[src/rtl/network_mul_arb.sv]
// Two-requester signed multiplier with a round-robin arbiter in front of a
// two-stage pipeline. Stage 1 captures the granted operand pair; stage 2
// holds the full-precision 30-bit product. The whole pipeline stalls as a
// unit when a result is waiting and the consumer is not ready.
module network_mul_arb (
  input  logic               ap_clk,
  input  logic               ap_rst_n,
  input  logic               req0_valid,
  input  logic signed [15:0] req0_a,
  input  logic signed [13:0] req0_b,
  output logic               req0_ready,
  input  logic               req1_valid,
  input  logic signed [15:0] req1_a,
  input  logic signed [13:0] req1_b,
  output logic               req1_ready,
  output logic               res_valid,
  output logic               res_id,
  output logic signed [29:0] res_data,
  input  logic               res_ready,
  output logic               busy
);

  // Round-robin pointer: names the requester that wins when both are valid.
  typedef enum logic {
    PRIO_REQ0 = 1'b0,
    PRIO_REQ1 = 1'b1
  } prio_t;

  prio_t prio;
  prio_t prio_next;

  logic ce;
  logic grant0;
  logic grant1;
  logic grant_any;

  logic               s1_valid;
  logic               s1_id;
  logic signed [15:0] s1_a;
  logic signed [13:0] s1_b;

  logic               s2_valid;
  logic               s2_id;
  logic signed [29:0] s2_data;

  logic signed [15:0] sel_a;
  logic signed [13:0] sel_b;
  logic signed [29:0] product;

  // Pipeline advances unless a result is held against a not-ready consumer.
  assign ce = !(s2_valid && !res_ready);

  // Arbitration: a lone valid requester wins; on contention prio decides.
  // Grants are suppressed during reset and stalls so no pair is lost.
  always_comb begin
    grant0    = 1'b0;
    grant1    = 1'b0;
    prio_next = prio;
    if (ap_rst_n && ce) begin
      if (req0_valid && (!req1_valid || prio == PRIO_REQ0)) begin
        grant0 = 1'b1;
      end else if (req1_valid) begin
        grant1 = 1'b1;
      end
    end
    if (grant0) begin
      prio_next = PRIO_REQ1;
    end else if (grant1) begin
      prio_next = PRIO_REQ0;
    end
  end

  assign grant_any  = grant0 || grant1;
  assign req0_ready = grant0;
  assign req1_ready = grant1;

  assign sel_a = grant1 ? req1_a : req0_a;
  assign sel_b = grant1 ? req1_b : req0_b;

  // Both operands are sign-extended to the product width first, so the
  // low 30 bits of the multiply are the exact signed product.
  assign product = 30'(s1_a) * 30'(s1_b);

  // Control state: valids and the arbitration pointer are the only reset state.
  always_ff @(posedge ap_clk) begin
    if (!ap_rst_n) begin
      prio     <= PRIO_REQ0;
      s1_valid <= 1'b0;
      s2_valid <= 1'b0;
    end else begin
      prio <= prio_next;
      if (ce) begin
        s1_valid <= grant_any;
        s2_valid <= s1_valid;
      end
    end
  end

  // Datapath registers follow the enable only; their contents are don't-care
  // whenever the matching valid is low, so they carry no reset.
  always_ff @(posedge ap_clk) begin
    if (ce) begin
      s1_a    <= sel_a;
      s1_b    <= sel_b;
      s1_id   <= grant1;
      s2_data <= product;
      s2_id   <= s1_id;
    end
  end

  assign res_valid = s2_valid;
  assign res_id    = s2_id;
  assign res_data  = s2_data;
  assign busy      = s1_valid || s2_valid;

endmodule

[config.mk]
export PLATFORM = sky130hd
export DESIGN_NAME = network_mul_arb
export DESIGN_NICKNAME = d
export VERILOG_FILES = /design/src/rtl/network_mul_arb.sv
export SDC_FILE = /design/constraint.sdc
export NUM_CORES = 1
export LEC_CHECK = 0
export ABC_AREA = 1
export CELL_PAD_IN_SITES_DETAIL_PLACEMENT = 1
export CELL_PAD_IN_SITES_GLOBAL_PLACEMENT = 2
export CORE_MARGIN = 2
export CORE_UTILIZATION = 33
export CTS_CLUSTER_DIAMETER = 100
export CTS_CLUSTER_SIZE = 16
export DETAILED_ROUTE_END_ITERATION = 12
export GPL_TIMING_DRIVEN = 0
export PLACE_DENSITY = 0.85
export RECOVER_POWER = 100
export SLEW_MARGIN = 30
export SYNTH_ARGS = -nofsm -noshare
export SYNTH_HDL_FRONTEND = slang
export SYNTH_SLANG_ARGS = --single-unit
export TNS_END_PERCENT = 50
[constraint.sdc]
create_clock -name ap_clk -period 5.38 [get_ports ap_clk]
set_input_delay 1.076 -clock ap_clk [delete_from_list [all_inputs] [get_ports ap_clk]]
set_output_delay 1.076 -clock ap_clk [all_outputs]
set_load 0.03 [all_outputs]
**Word level (Yosys, flattened, before mapping)**

Cells that the tools add are included.

- Register bits after elaboration: 65
- Input bits: 65
- Output and inout port bits: 35
- Word-level logic and storage cells: 29

- Multipliers: 1
- Multiplexer cells: 9
- Bitwise operators: 1
- Reductions and logical operators: 10

Operator list:

| cell | count |
|---|---|
| $mul A16 B14 Y30 | 1 |
| $mux W16 | 1 |
| $mux W14 | 1 |
| $mux W1 | 7 |
| $logic_and A1 B1 Y1 | 3 |
| $logic_not A1 Y1 | 3 |
| $logic_or A1 B1 Y1 | 3 |
| $reduce_bool A2 Y1 | 1 |
| $not A1 Y1 | 1 |

**Depth between registers and ports, before layout**

Gate-level depths: netlist of the first run.

- Depth in word-level cells: 7
- Depth in mapped cells: 28
- Depth with buffers taken out: 26

**Worst setup path before layout of the first run**

No wires, ideal clock.

- Path type: register to register
- From: register s1_b[3]
- To: register s2_data[29], in the netlist res_data[29], data pin
- Library setup time: 0.253 ns
- Arrival: 5.297 ns
- Required time: 5.127 ns
- Setup slack: -0.170 ns
- Stages on the path, launching flop included: 23
- Buffers on the path: 2
- Period minus slack after synthesis: 5.550 ns
- Cell sequence: edfxtp_1 clkbuf_1 clkbuf_1 nand2_1 fa_1 inv_1 fa_1 fa_1 fa_1 inv_1 fa_1 fa_1 inv_1 ha_1 nand2_1 nor2_1 nand2_1 nor3_1 nand2_1 inv_1 nor2_1 nand2_1 nand2_1

- Cells in the longest elaborated chain, start to end: 1

Ends and longest elaborated chain:

| item | RTL line | source |
|---|---|---|
| from (decl) | 40 | `logic signed [13:0] s1_b;` |
| from (signal assigned) | 104 | `s1_b <= sel_b;` |
| $mul A16 B14 Y30 | 82 | `assign product = 30'(s1_a) * 30'(s1_b);` |
| named net product[29] | 48 | `logic signed [29:0] product;` |
| to (signal assigned) | 106 | `s2_data <= product;` |
| to (decl) | 44 | `logic signed [29:0] s2_data;` |

The timed path passes the listed nets, and every way through them passes these cells.
A chain may end at the register's enable or synchronous reset.

**Final worst setup path of the first run**

- From: register s1_a[15]
- To: register s2_data[29], in the netlist res_data[29], data pin

- Cells in the longest elaborated chain, start to end: 1

Ends and longest elaborated chain:

| item | RTL line | source |
|---|---|---|
| from (decl) | 39 | `logic signed [15:0] s1_a;` |
| from (signal assigned) | 103 | `s1_a <= sel_a;` |
| $mul A16 B14 Y30 | 82 |  |
| named net product[29] | 48 |  |

The timed path passes the listed nets, and every way through them passes these cells.

==> impl_metrics.tcl, run 1 <==
set metrics [dict create \
    drive_gt1_share_pct 18.6 \
    io_pins 100 \
    cts_max_path_buffers 2 \
    cap_violations 0 \
    gp_congestion 0.875 \
    grt_max_degree 48 \
    mostFrequentLayoutCell "nand2_1" \
    pre_cts_ws_ns -1.31 \
    failed_checks "setup timing" \
    grt_overflow 0 \
    cts_tree "done" \
    setup.worst_path.end_class "register" \
    max_freq_ghz 0.176 \
    whs_path_depth 0 \
    critPathKind "register to register" \
    path_clk_slew_ns 0.07 \
    antenna_found_initial 0 \
    core_area_um2 34500 \
    hold_viol 0 \
    slew_headroom_pct 14.0 \
    rsz0062_at_grt "yes" \
    ys.warnings.count 0 \
    synth_nets 1791 \
    antenna_left 0 \
    min_path_type "register to register" \
    drc 0 \
    layout_common_cells "402 x nand2_1, 381 x inv_1, 204 x fa_1" \
    ys_async_sr_fraction_pct 0 \
    ctsHoldBuffers 0 \
    setup_slack_ns -0.306 \
    layout.nets 1965 \
    status "complete, but fails checks" \
    drt-wirelength-per-cell_um 17.1 \
    yosysUniqueCellTypes 31 \
    ys_seq_elements 65 \
    fp.dieW_um 191 \
    hpwl_um 28300 \
    synth-seq-area-share_pct 16.6 \
    grt_pass1_vias 11000 \
    area_delta_synth_final_pct 29.3 \
    setup_violations 14 \
    path_max_fanout 7 \
    yosys_most_used_dff "edfxtp_1" \
    fill_cells 4093 \
    htree_levels 3 \
    wl_um 35400 \
    row_count 68 \
    numCtsBuffers 9 \
    slew_violations 0 \
    met2_usage_pct 36.8 \
    dieArea_um2 36600 \
    grt_pass1_wl_um 56900 \
    seq_area_um2 1920 \
    fin_crit_sh_pct 106 \
    track_usage_pct 20.8 \
    reg2reg_depth 22 \
    syn_area_per_cell_um2 8.06 \
    cts-root-buf "clkbuf_16" \
    grt.busiest_layer "met2" \
    synth-edff-count 62 \
    firstDrtPassIters 4 \
    clkLatencyLatePin_ns 0.38 \
    use_met3_pct 4.02 \
    portBuffers 99 \
    period_minus_slack_ns 5.69 \
    skew_ns 0.0197 \
    multiInputGateArea_um2 8670 \
    diodes 0 \
    critical_path_arrival_ns 5.83 \
    synth_top_cell_by_area "fa_1" \
    syn_area_um2 11600 \
    die_h_um 191 \
    vias_per_cell 4.61 \
    synth_top_cell_area_share_pct 37.9 \
    num_vias 9544 \
    initial_core_util_pct 33.5 \
    finish.instance_area_um2 15000 \
    worst_pin_slew_ns 1.29 \
    startpoint_type "register" \
    place_area_um2 13200 \
    drtIter0Drc 350 \
    use_met1_pct 25.4 \
    ys_top_cells_by_area "fa_1 38%, edfxtp_1 16%, nand2_1 14%" \
    netlist_instances 1436 \
    critPathRequiredTime_ns 5.53 \
    cts.sinks 65 \
]
[metal layers]
metal / share of wire, % / vias to the layer above
met5: 0 / -
met4: 2.6 / 0
met3: 5.5 / 55
met2: 51 / 196
met1: 41 / 4838
li1: - / 4455
[worst paths after layout]
path | from | to | slack [ns]
hold reg to reg | s1_id | res_id | 0.42
setup / recovery | s1_a[15] | res_data[29] | -0.31
setup reg to reg | s1_a[15] | res_data[29] | -0.31
hold / removal | s1_id | res_id | 0.42
[kinds of logic after synthesis]
logic type	after synthesis	synth area share (%)
buffers and inverters	465	15.1
adders and majority gates	290	45.5
AOI/OAI and AO/OA	45	2.13
xor gates and xnor gates	21	1.59
DFF	65	16.6
and+or+nand+nor	550	19.0
[synth_stat cells, drive strengths merged, types with 2 or more instances]
master and count:
ha 71, nand4 12, o21bai 4, dfxtp 3, xor2 19, edfxtp 62
nor3 2, nand3 32, nand2 449, clkbuf 42, inv 416, or2 3
nor2 50, o21ai 13, fa 219, buf 7, a21oi 26, xnor2 2
[metrics by stage]
stage,hold WS (ns),std cells,TNS [ns],utilization (%)
detailed placement,0.407,1991,-17.32,38.1
global route,0.440,2070,-5.07,43.4
global placement,0.404,1990,-15.97,38.1
floorplan,0.400,1436,0,-
CTS,0.421,2052,-1.53,42.4
finish,0.419,2070,-1.86,43.4
[registers in the layout, indices dropped and copies added, names as in the netlist]
register / flops
res_data: 30
s1_a: 16
res_id: 1
s1_b: 14
prio: 1
res_valid: 1
s1_id: 1
s1_valid: 1
[layout make-up]
class                      count  share of cell area, %
timing repair buffer         177                   10.9
buffer                        35                   1.82
tap                          455                   3.80
inverter                     416                   10.5
clock inverter                 6                  0.710
clock buffer                  10                   1.53
multi-input combinational    906                   57.9
sequential                    65                   12.8
[critical path: stages (launching register included)]
cell	delay [ns]
edfxtp_1	0.53
buf_8	0.19
nand2_4	0.05
fa_1	0.56
inv_2	0.06
fa_2	0.73
buf_6	0.15
inv_2	0.03
fa_1	0.49
fa_2	0.59
fa_1	0.42
inv_2	0.07
fa_1	0.45
ha_4	0.34
nand2_4	0.07
nor2_4	0.13
nand2_2	0.09
nor3_2	0.14
nand2_2	0.13
inv_2	0.07
nor2_2	0.04
nand2_1	0.05
nand2_1	0.05
[what timing repair did]
action	in CTS	in global routing
cloned	1	0
pin swaps	61	69
setup endpoints to repair	21	21
gates resized for setup	212	91
buffers inserted	57	19
Power of run 1 is not shown: default switching activity piles up to over one toggle a cycle in this logic, so the estimate is an artifact.
==> run 2, diff against run 1 <==
Settings changed: CORE_UTILIZATION 33 to 36, CTS_CLUSTER_DIAMETER 100 to not set, PLACE_DENSITY 0.85 to 0.88.
Clock period 5.38 ns to 5.8 ns, I/O delays scaled along.
==> impl_metrics.tcl, run 2 (synthesis gave the netlist of run 1 again) <==
set metrics [dict create \
    period_minus_slack_ns 5.70 \
    grt_max_degree 45 \
    cts.sinks 65 \
    grt.busiest_layer "met2" \
    rsz0062_at_grt "yes" \
    ctsHoldBuffers 0 \
    slew_headroom_pct -78.0 \
    drive_gt1_share_pct 11.0 \
    slew_violations 45 \
    critPathRequiredTime_ns 5.93 \
    cts_tree "done" \
    track_usage_pct 21.7 \
    vias_per_cell 4.72 \
    finish.instance_area_um2 14200 \
    use_met3_pct 3.14 \
    setup.worst_path.end_class "register" \
    row_count 65 \
    worstReg2RegEnd "res_data[29]" \
    antenna_left 0 \
    hold_start "s1_id" \
    drc 0 \
    use_met1_pct 27.0 \
    met2_usage_pct 38.5 \
    max_freq_ghz 0.175 \
    numCtsBuffers 9 \
    gp_congestion 0.894 \
    antenna_found_initial 0 \
    die_h_um 183 \
    cts_max_path_buffers 2 \
    layout_common_cells "433 x nand2_1, 408 x inv_1, 215 x fa_1" \
    whs_path_depth 0 \
    cap_violations 1 \
    fp.dieW_um 183 \
    path_clk_slew_ns 0.07 \
    reg2reg_slack_ns 0.1 \
    grt_overflow 0 \
    clkLatencyLatePin_ns 0.36 \
    timing.rr.start "s1_a[15]" \
    grt_pass1_wl_um 54800 \
    largest_register_ffs 30 \
    status "complete, but fails checks" \
    final_util_pct 44.9 \
    num_vias 9423 \
    setup_slack_ns 0.0955 \
    firstDrtPassIters 5 \
    min_path_type "register to register" \
    critPathKind "register to register" \
    portBuffers 99 \
    setup_violations 0 \
    whs_ns 0.423 \
    drtIter0Drc 316 \
    drt-wirelength-per-cell_um 17.2 \
    area_delta_synth_final_pct 22.7 \
    place_area_um2 13100 \
    startpoint_type "register" \
    wl_um 34400 \
    hold_viol 0 \
    initial_core_util_pct 36.6 \
    htree_levels 3 \
    failed_checks "capacitance limit, slew limit" \
    diodes 0 \
    grt_pass1_vias 10400 \
    skew_ns 0.0102 \
    fin_crit_sh_pct 98.4 \
    core_area_um2 31600 \
    dieArea_um2 33600 \
    cts-root-buf "clkbuf_16" \
    layout.nets 1946 \
    critical_path_arrival_ns 5.83 \
    path_max_fanout 5 \
    io_pins 100 \
    reg2reg_depth 24 \
    pre_cts_ws_ns -1.04 \
    holdPathEnd "res_id" \
    worst_pin_slew_ns 2.67 \
    hpwl_um 28200 \
    mostFrequentLayoutCell "nand2_1" \
]
==> run 2: cell types whose count changed in the layout (fill, tap and decap cells not counted), moves of 11 or more <==
cell | previous run | this run
nand2_4 | 13 | 1
nand2_1 | 402 | 433
fa_1 | 204 | 215
inv_1 | 381 | 408
a21oi_1 | 7 | 21
nand2_2 | 32 | 15
fa_2 | 15 | 4
inv_2 | 33 | 6
buf_6 | 14 | 1
==> run 2: worst max path at each step <==
stage,startpoint,to,slack [ns]
6_report,s1_a[15],res_data[29],0.1
2_1_floorplan,s1_b[3],res_data[29],0.25
5_1_grt,s1_a[15],res_data[25],-0.12
4_1_cts,s1_a[13],res_data[29],0.005
3_5_place_dp,s1_b[4],res_data[29],-1.04
3_3_place_gp,s1_b[4],res_data[29],-0.95
==> run 2: repair_timing <==
item / CTS / global route
cloned: 0 / 1
setup buffers: 21 / 38
resized for setup: 57 / 79
pin swaps: 1 / 25
endpoints found under the setup margin: 21 / 15
==> run 2: cell type report <==
type	instances	area, µm²
flip-flops and latches	65	1920
clock inverters	7	119
plain buffers	33	231
multi-input cells	906	8170
inverters	416	1570
clock buffers	9	225
well taps	402	503
fillers	3762	17400
repair buffers	160	1460
==> run 2: metal layers <==
| layer | share of wire, % | routed length [µm] |
|---|---|---|
| met1 | 42 | 14400 |
| met2 | 51 | 17500 |
| met3 | 4.4 | 1510 |
| met4 | 2.7 | 932 |
| met5 | 0 | 0 |
==> run 2: worst max-delay path: stages (launching register included) <==
cell and delay (ns):
edfxtp_1 0.49, buf_4 0.18, buf_4 0.13, nand2_1 0.11
inv_1 0.10, fa_2 0.50, fa_1 0.61, inv_2 0.08
fa_1 0.47, fa_1 0.49, inv_1 0.05, fa_1 0.49
inv_1 0.06, fa_1 0.56, inv_2 0.05, ha_4 0.28
nand2_2 0.07, nor2_4 0.14, nand2_2 0.10, nor3_4 0.20
nand2_4 0.09, inv_2 0.06, nor2_2 0.04, nand2_1 0.06
nand2_1 0.04
==> run 2: stage by stage <==
| step | setup TNS, ns | instances |
|---|---|---|
| global placement | -10.41 | 1937 |
| finish | 0 | 1998 |
| floorplan | 0 | 1436 |
| detailed placement | -12.21 | 1938 |
| CTS | 0 | 1960 |
| global route | -0.788 | 1998 |
Power of run 2 is left out for the same reason.
==> run 3, diff against run 2 <==
Settings changed: CTS_CLUSTER_DIAMETER set to 120.
==> results of run 3 <==
Same layout as run 2: the final DEF is identical, and so are final timing and power.
Power of run 3 is left out for the same reason.
